==> config.mk <==
export PLATFORM = sky130hd
export DESIGN_NAME = l1_mem_port_arbiter
export DESIGN_NICKNAME = d
export VERILOG_FILES = /design/src/rtl/l1_mem_port_arbiter_pkg.sv /design/src/rtl/l1_mem_port_arbiter_id_fifo.sv /design/src/rtl/l1_mem_port_arbiter.sv
export SDC_FILE = /design/constraint.sdc
export NUM_CORES = 1
export LEC_CHECK = 0
export BUFFER_PORTS_ARGS = -buffer_cell sky130_fd_sc_hd__buf_2
export CAP_MARGIN = 40
export CELL_PAD_IN_SITES_DETAIL_PLACEMENT = 0
export CELL_PAD_IN_SITES_GLOBAL_PLACEMENT = 2
export CORE_AREA = 8 8 246 248
export DETAILED_ROUTE_END_ITERATION = 8
export DIE_AREA = 0 0 254 256
export PLACE_DENSITY_LB_ADDON = 0.1
export SLEW_MARGIN = 5
export SYNTH_ARGS = -nofsm -noshare
export SYNTH_HDL_FRONTEND = slang
export SYNTH_SLANG_ARGS = --single-unit
==> constraint.sdc <==
create_clock -name iCLOCK -period 3.4 [get_ports iCLOCK]
set_input_delay 0 -clock iCLOCK [delete_from_list [all_inputs] [get_ports iCLOCK]]
set_output_delay 0 -clock iCLOCK [all_outputs]
set_load 0.02 [all_outputs]
==> src/rtl/l1_mem_port_arbiter_pkg.sv <==
// Shared encodings and payload structs for the L1 D/I memory port arbiter.
package l1_mem_port_arbiter_pkg;

  localparam int P_ID_DEPTH_DEF = 16;
  localparam int P_MAX_BEAT_DEF = 8;

  localparam logic REQ_D0 = 1'b0;
  localparam logic REQ_I1 = 1'b1;

  typedef enum logic [1:0] {
    ST_IDLE     = 2'd0,
    ST_GRANT_D0 = 2'd1,
    ST_GRANT_I1 = 2'd2
  } arb_state_e;

  typedef struct packed {
    logic [1:0]  order;
    logic [3:0]  mask;
    logic        rw;
    logic [13:0] tid;
    logic [1:0]  mmumod;
    logic [31:0] pdt;
    logic [31:0] addr;
    logic [31:0] data;
  } mem_req_t;

  typedef struct packed {
    logic        pagefault;
    logic [27:0] mmu_flags;
    logic [63:0] data;
  } mem_rsp_t;

endpackage

==> src/rtl/l1_mem_port_arbiter_id_fifo.sv <==
// Outstanding-request owner FIFO: one bit per in-flight memory request.
module l1_mem_port_arbiter_id_fifo #(
  parameter int P_DEPTH = 16
) (
  input  logic iCLOCK,
  input  logic inRESET,
  input  logic push_i,
  input  logic id_i,
  input  logic pop_i,
  output logic head_o,
  output logic full_o,
  output logic empty_o
);
  localparam int AW = $clog2(P_DEPTH);
  localparam logic [AW:0] FULL_CNT = P_DEPTH[AW:0];

  logic [P_DEPTH-1:0] mem_q;
  logic [AW-1:0]      wptr_q, rptr_q;
  logic [AW:0]        cnt_q;
  logic               push_ok, pop_ok;

  assign full_o  = (cnt_q == FULL_CNT);
  assign empty_o = (cnt_q == '0);
  assign head_o  = mem_q[rptr_q];
  assign push_ok = push_i & ~full_o;
  assign pop_ok  = pop_i & ~empty_o;

  always_ff @(posedge iCLOCK or negedge inRESET) begin
    if (!inRESET) begin
      mem_q  <= '0;
      wptr_q <= '0;
      rptr_q <= '0;
      cnt_q  <= '0;
    end else begin
      if (push_ok) begin
        mem_q[wptr_q] <= id_i;
        wptr_q        <= wptr_q + AW'(1);
      end
      if (pop_ok) rptr_q <= rptr_q + AW'(1);
      case ({push_ok, pop_ok})
        2'b10:   cnt_q <= cnt_q + (AW+1)'(1);
        2'b01:   cnt_q <= cnt_q - (AW+1)'(1);
        default: cnt_q <= cnt_q;
      endcase
    end
  end

endmodule

==> src/rtl/l1_mem_port_arbiter.sv <==
// Shares the memory port between L1 D-cache (D0) and I-cache (I1) with atomic bursts.
// MIST1032ISA_MEMARB_DATA_PRIORITY_EN: D0 always wins an IDLE tie instead of round robin.
module l1_mem_port_arbiter
  import l1_mem_port_arbiter_pkg::*;
#(
  parameter int P_ID_DEPTH = P_ID_DEPTH_DEF,
  parameter int P_MAX_BEAT = P_MAX_BEAT_DEF
) (
  input  logic        iCLOCK,
  input  logic        inRESET,
  input  logic        iD0_REQ,
  output logic        oD0_LOCK,
  input  logic [1:0]  iD0_ORDER,
  input  logic [3:0]  iD0_MASK,
  input  logic        iD0_RW,
  input  logic [13:0] iD0_TID,
  input  logic [1:0]  iD0_MMUMOD,
  input  logic [31:0] iD0_PDT,
  input  logic [31:0] iD0_ADDR,
  input  logic [31:0] iD0_DATA,
  input  logic        iI1_REQ,
  output logic        oI1_LOCK,
  input  logic [1:0]  iI1_ORDER,
  input  logic [3:0]  iI1_MASK,
  input  logic        iI1_RW,
  input  logic [13:0] iI1_TID,
  input  logic [1:0]  iI1_MMUMOD,
  input  logic [31:0] iI1_PDT,
  input  logic [31:0] iI1_ADDR,
  input  logic [31:0] iI1_DATA,
  output logic        oD0_VALID,
  output logic        oD0_PAGEFAULT,
  output logic [27:0] oD0_MMU_FLAGS,
  output logic [63:0] oD0_DATA,
  output logic        oI1_VALID,
  output logic        oI1_PAGEFAULT,
  output logic [27:0] oI1_MMU_FLAGS,
  output logic [63:0] oI1_DATA,
  output logic        oMEM_REQ,
  input  logic        iMEM_LOCK,
  output logic [1:0]  oMEM_ORDER,
  output logic [3:0]  oMEM_MASK,
  output logic        oMEM_RW,
  output logic [13:0] oMEM_TID,
  output logic [1:0]  oMEM_MMUMOD,
  output logic [31:0] oMEM_PDT,
  output logic [31:0] oMEM_ADDR,
  output logic [31:0] oMEM_DATA,
  input  logic        iMEM_VALID,
  input  logic        iMEM_PAGEFAULT,
  input  logic [27:0] iMEM_MMU_FLAGS,
  input  logic [63:0] iMEM_DATA
);
  localparam int BW = (P_MAX_BEAT > 1) ? $clog2(P_MAX_BEAT) : 1;
  localparam logic [BW-1:0] LAST_BEAT = BW'(P_MAX_BEAT - 1);

  arb_state_e    state_q, state_d;
  logic [BW-1:0] beat_q, beat_d;
  logic          last_q, last_d;

  mem_req_t d0_req, i1_req, mux_req;
  mem_rsp_t rsp;
  logic     grant_d0, grant_i1, own_req, accept, tie_to_i1;
  logic     fifo_full, fifo_empty, fifo_head, pop_ok;

  assign d0_req = {iD0_ORDER, iD0_MASK, iD0_RW, iD0_TID, iD0_MMUMOD, iD0_PDT, iD0_ADDR, iD0_DATA};
  assign i1_req = {iI1_ORDER, iI1_MASK, iI1_RW, iI1_TID, iI1_MMUMOD, iI1_PDT, iI1_ADDR, iI1_DATA};

  assign grant_d0 = (state_q == ST_GRANT_D0);
  assign grant_i1 = (state_q == ST_GRANT_I1);
  assign own_req  = (grant_d0 & iD0_REQ) | (grant_i1 & iI1_REQ);
  assign oMEM_REQ = own_req & ~fifo_full;
  assign accept   = oMEM_REQ & ~iMEM_LOCK;
  assign oD0_LOCK = ~grant_d0 | iMEM_LOCK | fifo_full;
  assign oI1_LOCK = ~grant_i1 | iMEM_LOCK | fifo_full;

  always_comb begin
    mux_req = '0;
    if (grant_d0)      mux_req = d0_req;
    else if (grant_i1) mux_req = i1_req;
  end

  assign {oMEM_ORDER, oMEM_MASK, oMEM_RW, oMEM_TID, oMEM_MMUMOD,
          oMEM_PDT, oMEM_ADDR, oMEM_DATA} = mux_req;

`ifdef MIST1032ISA_MEMARB_DATA_PRIORITY_EN
  assign tie_to_i1 = 1'b0;
`else
  assign tie_to_i1 = (last_q == REQ_D0);
`endif

  always_comb begin
    state_d = state_q;
    beat_d  = beat_q;
    last_d  = last_q;
    unique case (state_q)
      ST_IDLE: begin
        if (iD0_REQ && iI1_REQ) state_d = tie_to_i1 ? ST_GRANT_I1 : ST_GRANT_D0;
        else if (iD0_REQ)       state_d = ST_GRANT_D0;
        else if (iI1_REQ)       state_d = ST_GRANT_I1;
      end
      ST_GRANT_D0, ST_GRANT_I1: begin
        // Burst ends when the owner lets go or its last allowed beat is taken.
        if (!own_req || (accept && beat_q == LAST_BEAT)) begin
          state_d = ST_IDLE;
          beat_d  = '0;
          last_d  = grant_i1;
        end else if (accept) begin
          beat_d = beat_q + BW'(1);
        end
      end
      default: state_d = ST_IDLE;
    endcase
  end

  always_ff @(posedge iCLOCK or negedge inRESET) begin
    if (!inRESET) begin
      state_q <= ST_IDLE;
      beat_q  <= '0;
      last_q  <= REQ_I1;
    end else begin
      state_q <= state_d;
      beat_q  <= beat_d;
      last_q  <= last_d;
    end
  end

  l1_mem_port_arbiter_id_fifo #(.P_DEPTH(P_ID_DEPTH)) u_id_fifo (
    .iCLOCK  (iCLOCK),
    .inRESET (inRESET),
    .push_i  (accept),
    .id_i    (grant_i1),
    .pop_i   (iMEM_VALID),
    .head_o  (fifo_head),
    .full_o  (fifo_full),
    .empty_o (fifo_empty)
  );

  // Responses with nothing outstanding are orphans and are dropped silently.
  assign pop_ok    = iMEM_VALID & ~fifo_empty;
  assign oD0_VALID = pop_ok & (fifo_head == REQ_D0);
  assign oI1_VALID = pop_ok & (fifo_head == REQ_I1);
  assign rsp       = pop_ok ? {iMEM_PAGEFAULT, iMEM_MMU_FLAGS, iMEM_DATA} : '0;

  assign {oD0_PAGEFAULT, oD0_MMU_FLAGS, oD0_DATA} = rsp;
  assign {oI1_PAGEFAULT, oI1_MMU_FLAGS, oI1_DATA} = rsp;

endmodule

==> results of run 1 <==
-- worst max-delay path: stages (launching register included) --
cell and delay (ps):
dfrtp_1 470, nor4_4 560, a211oi_4 130, inv_1 120, ha_1 350, xor2_1 120, ha_1 240, or2_2 280
a31oi_1 160, o31ai_1 90, xnor2_1 140
-- worst paths after layout --
path                                                 start                              end  slack, ps  cells past startpoint
setup / recovery            u_id_fifo.cnt_q[2]$_DFFE_PN0P_   u_id_fifo.cnt_q[4]$_DFFE_PN0P_        630                     10
hold / removal                                     iD0_REQ           state_q[0]$_DFFE_PN0P_         30                      3
setup reg to reg            u_id_fifo.cnt_q[2]$_DFFE_PN0P_   u_id_fifo.cnt_q[4]$_DFFE_PN0P_        630                     10
hold reg to reg            u_id_fifo.mem_q[14]$_DFFE_PN0P_  u_id_fifo.mem_q[14]$_DFFE_PN0P_        490                      1
max in group asynchronous                          inRESET           state_q[1]$_DFFE_PN0P_       2720                      3
min in group asynchronous                          inRESET   u_id_fifo.mem_q[5]$_DFFE_PN0P_        200                      2
-- synth_stat cells, types with 2 or more instances --
cell	count	area share (%)
mux4_2	4	2.0
buf_6	4	1.0
a21oi_1	5	0.55
dfrtp_1	34	19
nand2b_1	3	0.42
buf_2	16	1.8
and2_1	94	13
xor2_1	4	0.78
nor2b_1	5	0.69
xnor2_1	7	1.4
mux2_2	19	4.7
clkbuf_1	26	2.2
inv_1	7	0.58
a31oi_1	2	0.28
ha_1	14	3.9
a22o_1	121	23
nand4_1	7	0.97
mux2_1	2	0.50
nand2_1	8	0.66
o21ai_0	4	0.44
nand3_1	13	1.4
nor2_1	6	0.50
buf_4	93	15
mux2i_1	4	0.89
-- flip-flops by register name (all words and copies together) (netlist names) --
name	cells
state_q	2
u_id_fifo.rptr_q	4
u_id_fifo.cnt_q	5
beat_q	3
u_id_fifo.mem_q	16
last_q	1
u_id_fifo.wptr_q	4
-- kinds of logic after synthesis --
family	after synthesis
AO/OA/AOI/OAI	139
AND/OR/NAND/NOR	142
XOR/XNOR	11
flip-flops	35
buffers and inverters	146
multiplexers	29
adder cells (fa/ha/maj)	14
-- area by class of cell --
cell class	count	area, µm²	share of cell area, %
inverters	7	26.28	0.3221
flip-flops and latches	35	877.1	10.75
well taps	765	957.2	11.73
clock buffers	5	125.1	1.534
clock inverters	3	43.79	0.5368
repair buffers	661	3393	41.60
multi-input cells	335	2720	33.34
diodes	6	15.01	0.1840
-- stage by stage --
step | std cells | area (µm²) | utilization [%] | hold slack, ps
after global routing | 1813 | 8148 | 14.34 | 63.39
after detailed placement | 1802 | 7964 | 14.02 | -10.95
final | 1817 | 8158 | 14.36 | 32.95
after global placement | 1801 | 7936 | 13.97 | 203.0
after CTS | 1811 | 8143 | 14.33 | 27.66
after floorplan | 516 | 4517 | - | -295.6
-- power by group --
part           leakage [nW]  switching (mW)  internal [mW]
Sequential            0.450           0.208          0.587
Clock                0.0838           0.197          0.346
Combinational          4.07            2.95           1.73
Total                  4.61            3.36           2.67
-- layer usage --
metal  vias up  routed length [µm]  track usage (%)
met5         -                  44                0
met4         8                 465            1.653
met3        40                4147            3.949
met2       425               21520            22.51
met1      2656               12260            9.719
li1       2833                   -                -
==> results.cfg, run 1 <==
[die]
start_util_pct = 7.950
die_area_um2 = 65020
die_w_um = 254
die_h_um = 256
row_count = 88
io_pins = 647
core-area_um2 = 56810

[clock_network]
clk_pin_slew_ps = 60
post-cts-setup-buffer-count = 0
cts_sinks = 35
cts_tree = done
insertion_delay_ps = 290
cts_hold_buf = 1
root_buffer = clkbuf_16
cts_buffers = 5
post_cts_resized = 0
cts_buffer_depth = 2
htreeDepth = 2

[power]
leakage_nw = 4.606
p_total_mw = 6.023
max-vdd-ir-drop_uv = 292.7
p_per_area_nw_per_um2 = 738.3

[sta]
setup_slack_ps = 625.4
finalClockSkew_ps = 7.208
fin_setup_tns_ps = 0
finalCriticalPeriod_ps = 2775
slew_headroom_pct = 46.44
drv_slew = 0
post-route-period-util_pct = 81.60
tightest_slew_ps = 803.4
setup_viol = 0
hold_violations = 0
rsz0062_at_grt = no
fmax_ghz = 0.3604

[worst_setup_path]
setup.worst_path.start_class = flop
critPathRequiredTime_ps = 3560
cp.arrival_ps = 2940
path_class = reg2reg
end_kind = flop
path_max_fanout = 8

[finish]
area_growth_pct = 80.61
layout_common_cells = buf_2, a22o_1, and2_1
nNetsFinal = 1396
layout_commonest_cell = buf_2
drive_above_1_share_pct = 66.92
n_fill_cell = 6663

[grt]
grt_pass1_wl_um = 50800
antenna_found_initial = 17
grt_remaining_overflow = 0
track_usage_pct = 10.79
grt_max_degree = 68
grt_pass1_vias = 6355

[placed_design]
place_congestion = 0.8025
post-dp-hpwl_um = 34170
post-place-ws_ps = 619.6
io_buffers = 646

[routing]
drcViolationCount = 0
vias = 5962
postRouteAntennaNets = 0
avgRoutedWirePerCell_um = 21.16
first_pass_iters = 4
wl_um = 38440
via_per_inst = 3.281
first_iter_violations = 213

[yosys]
muxShareOfSynthArea_pct = 8.116
syn_inst = 516
ys.flop_type = dfrtp_1
synth_xor_xnor_area_share_pct = 2.133
ys_seq_area_share_pct = 19.42
ys_seq_elements = 35
synth-adder-area-share_pct = 3.878
netlist_area_um2 = 4517
synth_compound_area_share_pct = 26.51
synth_cell_types = 38
synth_edf_count = 0
synth_top_family_by_area = compound AO/OA/AOI/OAI gates
yosys.area_share.simple_pct = 18.98
synth-async-reset-ratio_pct = 100.0
syn_area_per_cell_um2 = 8.754
syn_nets = 867
ys.warnings.count = 0

[outcome]
status = completed

[min_path]
worst_hold_path_type = in2reg

[run]
maxCapViolCount = 0
Note: power is estimated with default switching activity, not from simulation.
==> run 2, diff against run 1 <==
- clock period: 3.4 -> 2.8 ns (I/O delays scaled with it)
==> results.cfg, run 2 (synthesis gave the netlist of run 1 again) <==
[grt]
antenna_found_initial = 11
grt_max_degree = 122
met3_usage_pct = 3.543
grt_remaining_overflow = 0
global_route.usage.met2_pct = 22.64
track_usage_pct = 10.87
grt.met1_usage_pct = 10.06
busiest_layer = met2
grt_pass1_wl_um = 51390
grt_pass1_vias = 6514

[worst_setup_path]
setup.worst_path.start_class = flop
ff2ff_path_depth = 12
path_class = reg2reg
critPathRequiredTime_ps = 2960
reg2reg_slack_ps = 250
timing.rr.end = u_id_fifo.cnt_q[4]$_DFFE_PN0P_
path_max_fanout = 3
end_kind = flop
r2r-start = state_q[0]$_DFFE_PN0P_
cp.arrival_ps = 2710

[finish]
nNetsFinal = 1403
largest_register_ff_count = 16
layout_common_cells = buf_2, a22o_1, and2_1
fin_util_pct = 14.46
top_regs = u_id_fifo.mem_q: 16 flops, u_id_fifo.cnt_q: 5 flops
layout_commonest_cell = buf_2
n_fill_cell = 6663
regMostFlops = u_id_fifo.mem_q
drive_above_1_share_pct = 67.05
area_growth_pct = 81.83

[routing]
first_pass_iters = 4
first_iter_violations = 222
via_per_inst = 3.270
wl_um = 38330
avgRoutedWirePerCell_um = 21.05
vias = 5954
drcViolationCount = 0
postRouteAntennaNets = 0

[clock_network]
post-cts-setup-buffer-count = 0
insertion_delay_ps = 280
clk_pin_slew_ps = 60
cts_buffer_depth = 2
cts_sinks = 35
cts_tree = done
post_cts_resized = 0
cts_buffers = 5
cts_hold_buf = 1
htreeDepth = 2
root_buffer = clkbuf_16

[die]
die_w_um = 254
start_util_pct = 7.950
io_pins = 647
row_count = 88
die_area_um2 = 65020
core-area_um2 = 56810
die_h_um = 256

[sta]
finalCriticalPeriod_ps = 2548
setup_viol = 0
finalClockSkew_ps = 3.714
fmax_ghz = 0.3925
rsz0062_at_grt = no
slew_headroom_pct = 55.35
tightest_slew_ps = 669.7
fin_setup_tns_ps = 0
drv_slew = 0
hold_violations = 0
post-route-period-util_pct = 91.00

[min_path]
worst_hold_path_type = in2reg
hold_depth = 3
holdPathEnd = state_q[0]$_DFFE_PN0P_
min-delay-start = iD0_REQ

[run]
maxCapViolCount = 0

[outcome]
status = completed

[placed_design]
post-dp-hpwl_um = 34190
place_congestion = 0.8009
io_buffers = 646

[power]
leakage_nw = 4.635
p_per_area_nw_per_um2 = 896.0
max-vdd-ir-drop_uv = 384.1
[run 2: cell types whose count changed in the layout (fill, tap and decap cells not counted)]
cell,change
clkinvlp_4,+1
clkinv_4,-1
clkbuf_1,+1
diode_2,-3
buf_4,+4
bufinv_16,-1
buf_12,+3
[run 2: how the worst max path moves through the flow]
stage	end	cells after the start	from	slack [ps]
2_1_floorplan	u_id_fifo.cnt_q[4]$_DFFE_PN0P_	14	state_q[1]$_DFFE_PN0P_	9
5_1_grt	u_id_fifo.cnt_q[4]$_DFFE_PN0P_	12	state_q[0]$_DFFE_PN0P_	50
4_1_cts	u_id_fifo.cnt_q[4]$_DFFE_PN0P_	12	state_q[0]$_DFFE_PN0P_	240
3_3_place_gp	u_id_fifo.cnt_q[4]$_DFFE_PN0P_	12	state_q[0]$_DFFE_PN0P_	240
3_5_place_dp	u_id_fifo.cnt_q[4]$_DFFE_PN0P_	12	state_q[0]$_DFFE_PN0P_	260
6_report	u_id_fifo.cnt_q[4]$_DFFE_PN0P_	12	state_q[0]$_DFFE_PN0P_	250
[run 2: through the flow]
stage	cell area, µm²	std cells	setup slack [ps]	hold WS [ps]	power [mW]
after floorplan	4517	516	8.517	-295.6	4.656
after global placement	8006	1807	237.5	193.9	7.101
after detailed placement	8054	1809	261.2	-28.91	6.979
after CTS	8205	1818	241.3	27.30	7.572
after global routing	8208	1819	52.52	49.31	7.894
final	8213	1821	251.9	37.84	7.359
[run 2: layout make-up]
class	instances	area, µm²	share of cell area [%]
timing repair buffer	668	3483	42.41
multi-input combinational	335	2720	33.12
tap	765	957.2	11.65
sequential	35	877.1	10.68
clock buffer	6	128.9	1.569
inverter	7	26.28	0.3199
clock inverter	2	12.51	0.1523
antenna	3	7.507	0.09141
[run 2: critical path, cell delays in order, from the launching register on]
cell and delay, ps:
dfrtp_1 400, inv_1 110, ha_1 190, a22oi_2 110
a211oi_4 240, inv_1 90, ha_1 210, xor2_1 170
ha_1 230, or2_2 280, a31oi_1 170, o31ai_1 90
xnor2_1 130
[run 2: metal layers]
metal	routed length (µm)	vias up
li1	-	2844
met1	12610	2671
met2	21650	406
met3	3665	27
met4	354	6
met5	47	-
[run 2: where the power goes]
part | total [mW] | leakage (nW) | switching (mW) | internal [mW]
Clock | 0.552 | 0.0669 | 0.223 | 0.329
Combinational | 5.86 | 4.12 | 3.65 | 2.21
Sequential | 0.942 | 0.450 | 0.229 | 0.713
